--- src/rtl/mips_pkg.sv ---
// Shared definitions for the MIPS pipeline datapath.
//   NB_DATA / NB_REG_ADDRESS / N_REGS : register file geometry
//   REG_ZERO / REG_RA                 : hardwired-zero and link register indices
//   dump_state_t                      : register-dump sequencer states
package mips_pkg;
  localparam int NB_DATA        = 32;
  localparam int NB_REG_ADDRESS = 5;
  localparam int N_REGS         = 32;

  localparam logic [NB_REG_ADDRESS-1:0] REG_ZERO = 5'd0;
  localparam logic [NB_REG_ADDRESS-1:0] REG_RA   = 5'd31;

  typedef enum logic {
    DUMP_IDLE = 1'b0,
    DUMP_SEND = 1'b1
  } dump_state_t;
endpackage

--- src/rtl/register_dump_seq.sv ---
// Register dump sequencer: walks indices 0..N_REGS-1 under a valid/ready
// handshake after a start request.
//   i_clock, i_reset : clock, async active-high reset
//   i_start          : begin a dump (ignored while one is running)
//   i_ready          : consumer accepts the current word
//   o_idx            : register index being offered
//   o_valid, o_busy  : word on offer / sequence running (identical here)
//   o_last           : current word is register N_REGS-1
module register_dump_seq #(
  parameter int N_REGS         = mips_pkg::N_REGS,
  parameter int NB_REG_ADDRESS = mips_pkg::NB_REG_ADDRESS
) (
  input  logic                      i_clock,
  input  logic                      i_reset,
  input  logic                      i_start,
  input  logic                      i_ready,
  output logic [NB_REG_ADDRESS-1:0] o_idx,
  output logic                      o_valid,
  output logic                      o_last,
  output logic                      o_busy
);
  import mips_pkg::*;

  localparam logic [NB_REG_ADDRESS-1:0] LAST_IDX = NB_REG_ADDRESS'(N_REGS - 1);

  dump_state_t               state_q, state_d;
  logic [NB_REG_ADDRESS-1:0] idx_q, idx_d;

  always_ff @(posedge i_clock or posedge i_reset) begin
    if (i_reset) begin
      state_q <= DUMP_IDLE;
      idx_q   <= '0;
    end else begin
      state_q <= state_d;
      idx_q   <= idx_d;
    end
  end

  always_comb begin
    state_d = state_q;
    idx_d   = idx_q;
    o_valid = 1'b0;
    o_busy  = 1'b0;
    o_last  = 1'b0;
    unique case (state_q)
      DUMP_IDLE: begin
        if (i_start) begin
          state_d = DUMP_SEND;
          idx_d   = '0;
        end
      end
      DUMP_SEND: begin
        o_valid = 1'b1;
        o_busy  = 1'b1;
        o_last  = (idx_q == LAST_IDX);
        // Exit on the last transfer and park the index at 0 so it never wraps.
        if (i_ready) begin
          if (o_last) begin
            state_d = DUMP_IDLE;
            idx_d   = '0;
          end else begin
            idx_d = idx_q + 1'b1;
          end
        end
      end
      default: state_d = DUMP_IDLE;
    endcase
  end

  assign o_idx = idx_q;
endmodule

--- src/rtl/register_file.sv ---
// 32-entry MIPS general-purpose register file with write-through bypass
// and a debug dump port.
//   i_clock, i_reset            : clock, async active-high reset (clears array)
//   i_enable                    : pipeline step enable; gates writes and bypass
//   i_reg_write/_addr/_data     : write-back port (r0 writes dropped)
//   i_read_addr_a/b, o_read_data_a/b : combinational rs/rt reads
//   i_dump_start, i_dump_ready  : dump request / consumer ready
//   o_dump_valid/data/addr/last/busy : dump word stream (data/addr zero when idle)
module register_file #(
  parameter int NB_DATA        = mips_pkg::NB_DATA,
  parameter int NB_REG_ADDRESS = mips_pkg::NB_REG_ADDRESS,
  parameter int N_REGS         = mips_pkg::N_REGS
) (
  input  logic                      i_clock,
  input  logic                      i_reset,
  input  logic                      i_enable,
  input  logic                      i_reg_write,
  input  logic [NB_REG_ADDRESS-1:0] i_write_addr,
  input  logic [NB_DATA-1:0]        i_write_data,
  input  logic [NB_REG_ADDRESS-1:0] i_read_addr_a,
  input  logic [NB_REG_ADDRESS-1:0] i_read_addr_b,
  output logic [NB_DATA-1:0]        o_read_data_a,
  output logic [NB_DATA-1:0]        o_read_data_b,
  input  logic                      i_dump_start,
  input  logic                      i_dump_ready,
  output logic                      o_dump_valid,
  output logic [NB_DATA-1:0]        o_dump_data,
  output logic [NB_REG_ADDRESS-1:0] o_dump_addr,
  output logic                      o_dump_last,
  output logic                      o_dump_busy
);
  import mips_pkg::*;

  logic [NB_DATA-1:0]        regs [N_REGS];
  logic                      wr_en;
  logic [NB_REG_ADDRESS-1:0] dump_idx;

  assign wr_en = i_enable & i_reg_write & (i_write_addr != REG_ZERO);

  always_ff @(posedge i_clock or posedge i_reset) begin
    if (i_reset) begin
      for (int i = 0; i < N_REGS; i++) regs[i] <= '0;
    end else if (wr_en) begin
      regs[i_write_addr] <= i_write_data;
    end
  end

  // Same-cycle WB->ID forwarding; r0 wins over the bypass.
  always_comb begin
    o_read_data_a = regs[i_read_addr_a];
    if (wr_en && (i_read_addr_a == i_write_addr)) o_read_data_a = i_write_data;
    if (i_read_addr_a == REG_ZERO) o_read_data_a = '0;

    o_read_data_b = regs[i_read_addr_b];
    if (wr_en && (i_read_addr_b == i_write_addr)) o_read_data_b = i_write_data;
    if (i_read_addr_b == REG_ZERO) o_read_data_b = '0;
  end

  register_dump_seq #(
    .N_REGS        (N_REGS),
    .NB_REG_ADDRESS(NB_REG_ADDRESS)
  ) u_dump_seq (
    .i_clock(i_clock),
    .i_reset(i_reset),
    .i_start(i_dump_start),
    .i_ready(i_dump_ready),
    .o_idx  (dump_idx),
    .o_valid(o_dump_valid),
    .o_last (o_dump_last),
    .o_busy (o_dump_busy)
  );

  // Dump shows stored contents only (no bypass); zero outside a dump.
  assign o_dump_addr = o_dump_valid ? dump_idx : '0;
  assign o_dump_data = o_dump_valid ? regs[dump_idx] : '0;
endmodule

--- config.mk ---
export PLATFORM = sky130hd
export DESIGN_NAME = register_file
export DESIGN_NICKNAME = d
export VERILOG_FILES = /design/src/rtl/mips_pkg.sv /design/src/rtl/register_dump_seq.sv /design/src/rtl/register_file.sv
export SDC_FILE = /design/constraint.sdc
export NUM_CORES = 2
export LEC_CHECK = 0
export BUFFER_PORTS_ARGS = -buffer_cell sky130_fd_sc_hd__buf_2
export CAP_MARGIN = 30
export CORE_ASPECT_RATIO = 1.2
export CORE_MARGIN = 10
export CORE_UTILIZATION = 45
export CTS_BUF_LIST = sky130_fd_sc_hd__clkbuf_8
export CTS_CLUSTER_DIAMETER = 200
export CTS_CLUSTER_SIZE = 28
export DETAILED_ROUTE_END_ITERATION = 8
export GPL_TIMING_DRIVEN = 0
export PLACE_DENSITY = 0.72
export SETUP_SLACK_MARGIN = 0.15
export SLEW_MARGIN = 20
export SYNTH_ARGS = -nofsm -noshare
export SYNTH_HDL_FRONTEND = slang
export SYNTH_HIERARCHICAL = 1
export SYNTH_SLANG_ARGS = --single-unit
--- constraint.sdc ---
create_clock -name i_clock -period 39.2 [get_ports i_clock]
set_input_delay 5.88 -clock i_clock [delete_from_list [all_inputs] [get_ports i_clock]]
set_output_delay 5.88 -clock i_clock [all_outputs]
set_load 0.01 [all_outputs]
### Yosys cells after proc, flatten, opt, wreduce, memory -nomap -nowiden

Index checks and enable logic that the tools add are counted.

* register bits: 1030
* logic and storage cells: 87
* bits of input ports: 53

* bitwise gates (word level): 7
* order comparisons: 5
* eq/ne operators: 5
* reductions and logical operators: 7
* multiplexer cells: 28
* $add $sub $neg: 1

Operators with widths (number)
* $bwmux 1024: 1
* $bmux 32 s5: 3
* $mux 32: 12
* $demux 32 s5: 1
* $ge 6x6->1 const B: 4
* $not 5->6: 4
* $mux 5: 4
* $eq 5x5->1: 2
* $logic_not 5->1: 2
* $pmux 5 s2: 1
* $lt 6x1->1 const B: 1
* $add 5x1->5 const B: 1
* $eq 5x5->1 const B: 1
* $mux 1: 5
* $reduce_bool 5->1: 1
* $ne 2x2->1 const B: 2
* $logic_and 1x1->1: 3
* $and 1x1->1: 2
* $pmux 1 s2: 1
* $reduce_and 2->1: 1
* $not 1->1: 1

### Longest topological paths before layout

* word-level depth: 6
* depth in mapped cells: 11

### Modules after synthesis

Netlist, hierarchy kept.

By module, submodules not included
* register_file: times used 1, cells each 4576, area each 63820.0 um^2
* register_dump_seq: times used 1, cells each 32, area each 345.3 um^2

### Worst setup path after synthesis

Ideal clock, no wire load.

* path kind: input -> output
* from: in i_read_addr_b[0]
* to: out o_read_data_b[10]
* stages on the path: 8
* arrival: 7.543 ns
* required time: 33.320 ns
* setup slack: 25.777 ns
* path buffers: 3
* cells stage by stage: buf_4 -> buf_4 -> buf_2 -> mux4_2 -> o211ai_1 -> nor2_1 -> nor3_1 -> nor2_1

* longest elaborated chain between the ends: 6
* elaborated cells on any way between the ends: 9
* those cells by class: eq/ne (1); mux (5); bitwise (1); reduce/logical (2)

Ends and longest elaborated chain
* start, declared: line register_file.sv:21 `input logic [NB_REG_ADDRESS-1:0] i_read_addr_b,`
* $not 5->6 (implied by the code): line register_file.sv:54 `o_read_data_b = regs[i_read_addr_b];`
* $bmux 32 s5: line register_file.sv:54
* $mux 32 (implied by the code) (2 in series): line register_file.sv:54
* $mux 32: line register_file.sv:55 `if (wr_en && (i_read_addr_b == i_write_addr)) o_read_data_b = i_write_data;`
* $mux 32 (*): line register_file.sv:56 `if (i_read_addr_b == REG_ZERO) o_read_data_b = '0;`
* end, declared: line register_file.sv:23 `output logic [NB_DATA-1:0] o_read_data_b,`

Mark *: on every way between the ends. The rest lies on a longest branch, timed or not. The select of a mux whose other input is x is not followed.

### Worst setup path after layout

* from: in i_read_addr_b[0]
* to: out o_read_data_b[0]

The elaborated chain is that of the path after synthesis.

==> qor.txt <==
Synth Instances -> 4,608
Fmax -> 0.0606 GHz
Post-Route M1 WL -> 126 mm
Uppermost layer routed -> met5
Yosys warns -> 6
Setup violators final -> 0
RR Endpoint -> u_dump_seq/o_idx[3]$_DFFE_PP0P_
Crit share post-route -> 42.1%
Die Ht -> 434 um
Hold-critical path depth -> 1
CP Launch Type -> input pin
Clk root buf -> clkbuf_8
Final Hold Viols -> 0
Number of global-route vias before repair -> 51,800
Hold buffers post-CTS -> 0
Design area -> 70,300 um2
TritonCTS Buffers -> 42
Ports -> 157
Critical path class -> in2out
DRT antenna net count -> 0
Core Region -> 142,000 um2
Worst flop-to-flop path startpoint -> u_dump_seq/o_idx[0]$_DFFE_PP0P_
PortBufs -> 148
Worst setup EP type -> output pin
Initial core utilization -> 45.3%
Period minus WS final -> 16,510 ps
Clock skew -> 6.65 ps
FILL cells -> 12,200
DRT Wirelength -> 388 mm
Via density -> 8.31
Area after DPL -> 69,300 um2
Top FF cell, synth -> dfrtp_1
Pre-CTS setup slack -> 23,190 ps
DRC Markers -> 0
Most common cell in the synthesized netlist -> dfrtp_1
Max VDD drop -> 0.0399 mV
Worst-path clk slew -> 180 ps
Worst r2r path cells -> 5
Antenna violations before repair -> 69
Setup TNS -> 0 ps
Top cells by count, synth -> dfrtp_1, mux2_2, mux4_2, mux2i_1, clkbuf_1
Lkg Pwr -> 31.0 nW
Via count of the routed design -> 56,500
CP Max Fanout -> 11
Largest net degree at the start of global routing -> 108
WP data arrival -> 10,630 ps
Met3 WL -> 66.5 mm
Post-CTS setup buffer count -> 0
Slew HR -> 19.7%
Gr usage total -> 48.1%
Power Dens Cells -> 47.8 nW/um2
Cell taking the most area after synthesis -> dfrtp_1
Maxcap violations -> 0
Hold wc startpoint -> regs[995]$_DFFE_PP0P_
Top cells by area, synth -> dfrtp_1, mux4_2, mux2_2, mux2i_1, clkbuf_1
Seq cells post-synth -> 1,030
Iteration-0 DRC Markers -> 11,500
Final RePlAce weighted congestion -> 1.10
FFs w/ async S/R, synth -> 100%
Layout area overhead -> 9.57%
Mapped cell area -> 64,200 um2
Reg2Reg Setup Slack -> 37,380 ps
First-pass GRT wire length -> 501 mm
Part of the Yosys area used for sequential elements -> 40.2%
# rows -> 151
Post-synth EDFFs -> 0
Yosys cell types -> 70
Clock sink count -> 1,030
Final slew viol count -> 0
RSZ-0062 raised after global routing -> false
Worst skew pair latency -> 880 ps
Overflow after GRT -> 0
CTS tree -> done
PostCTS Resize Cnt -> 0
Worst Hold End -> regs[995]$_DFFE_PP0P_
Routed length per instance -> 57.0 um
Area share of the largest cell type after synthesis -> 40.2%
Hpwl dp -> 268 mm
Post-layout net count -> 4,966
Max Root-Sink Buffers -> 3
Syn avg cell area -> 13.9 um2
Req. time, crit path -> 33,320 ps
Tightest Hold Check Type -> reg2reg
Max H-tree Level -> 2
Syn Nets -> 4,663
Die ar. -> 158,000 um2
Layout cells sized above 1 -> 46.7%
Pre-antenna DRT Iters -> 7
WL met2 -> 150 mm
Die W -> 365 um
Worst-Margin Slew -> 1210 ps
Status -> complete, no violations
Final setup margin -> 22,690 ps
## area by class of cell
cell class              count  area (um2)  share of cell area, %
diodes                     57         143                  0.203
plain buffers             543        2950                   4.20
clock buffers              43         592                  0.842
clock inverters             2        16.3                 0.0231
inverters                   7        33.8                 0.0480
multi-input cells        3028       35700                   50.7
flip-flops and latches   1030       25800                   36.7
well taps                1836        2300                   3.27
repair buffers            259        2840                   4.04
## worst max path at each step
stage	endpoint	startpoint	slack (ps)	cells past startpoint
global placement	regs[71]$_DFFE_PP0P_	i_reset	-7790	2
global route	o_read_data_b[17]	i_read_addr_b[0]	22890	11
finish	o_read_data_b[0]	i_read_addr_b[0]	22690	11
floorplan	regs[0]$_DFFE_PP0P_	i_reset	4500	1
CTS	o_read_data_b[15]	i_read_addr_b[1]	23190	11
detailed placement	o_read_data_b[15]	i_read_addr_b[1]	23190	11
## critical path, stage by stage
cell and delay [ps]:
buf_4 330, buf_6 420, buf_6 480, buf_4 580, buf_4 560, nor3_2 230, buf_4 280, nor2_1 670
a21oi_1 160, a21oi_1 640, buf_2 260
## logic make-up (layout without fill, tap and decap cells)
kind of cell	after synthesis	after routing	synth area share (%)
AO/OA/AOI/OAI	613	613	6.71
buffers and inverters	550	854	4.39
multiplexers	2004	2004	45.5
flip-flops	1030	1030	40.2
adder cells (fa/ha/maj)	2	2	0.0390
other	0	57	0
AND/OR/NAND/NOR	399	399	3.03
XOR/XNOR	10	10	0.136
## sequential cells by signal, summed over array words and instances (netlist names)
register / cells
regs: 1024
u_dump_seq/o_idx: 5
u_dump_seq/state_q: 1
## placed cells by master, fill, tap and decap left out, types with 23 or more instances in the layout
cell type	synthesis	final
clkbuf_2	0	89
mux4_2	628	628
o211ai_1	30	30
clkbuf_1	253	164
nor3_1	46	45
a22o_1	52	52
dfrtp_1	1030	1030
a22oi_1	63	63
a21oi_1	97	96
buf_2	131	316
nor2b_1	47	47
nor2_1	130	120
diode_2	0	57
mux2_1	30	30
buf_1	61	23
o21ai_0	67	67
mux2_2	977	977
buf_6	30	62
buf_16	0	43
nand2_1	95	93
o22ai_1	80	80
buf_4	57	66
clkbuf_8	0	43
mux2i_1	367	367
a221oi_1	70	70
a211oi_1	59	59
## power by group
part / internal (mW) / switching, mW / leakage (nW)
Sequential: 1.20 / 0.152 / 13.7
Clock: 0.0999 / 0.374 / 0.314
Combinational: 0.607 / 0.933 / 16.9
## layer usage
layer	global-route usage, %	vias up
met4	42.3	23
li1	-	18700
met5	0.551	-
met2	62.9	6665
met1	54.4	28900
met3	28.8	2250
## through the flow
stage          instances  hold slack [ps]  util, %  power [mW]
3_5_place_dp        6689              489     49.0        2.78
4_1_cts             6734              525     49.4        3.22
2_1_floorplan       4608              458        -        2.12
3_3_place_gp        6592              474     47.5        2.72
6_report            6805              535     49.7        3.36
5_1_grt             6752              556     49.6        3.36
Note: power is estimated with default switching activity, not from simulation.
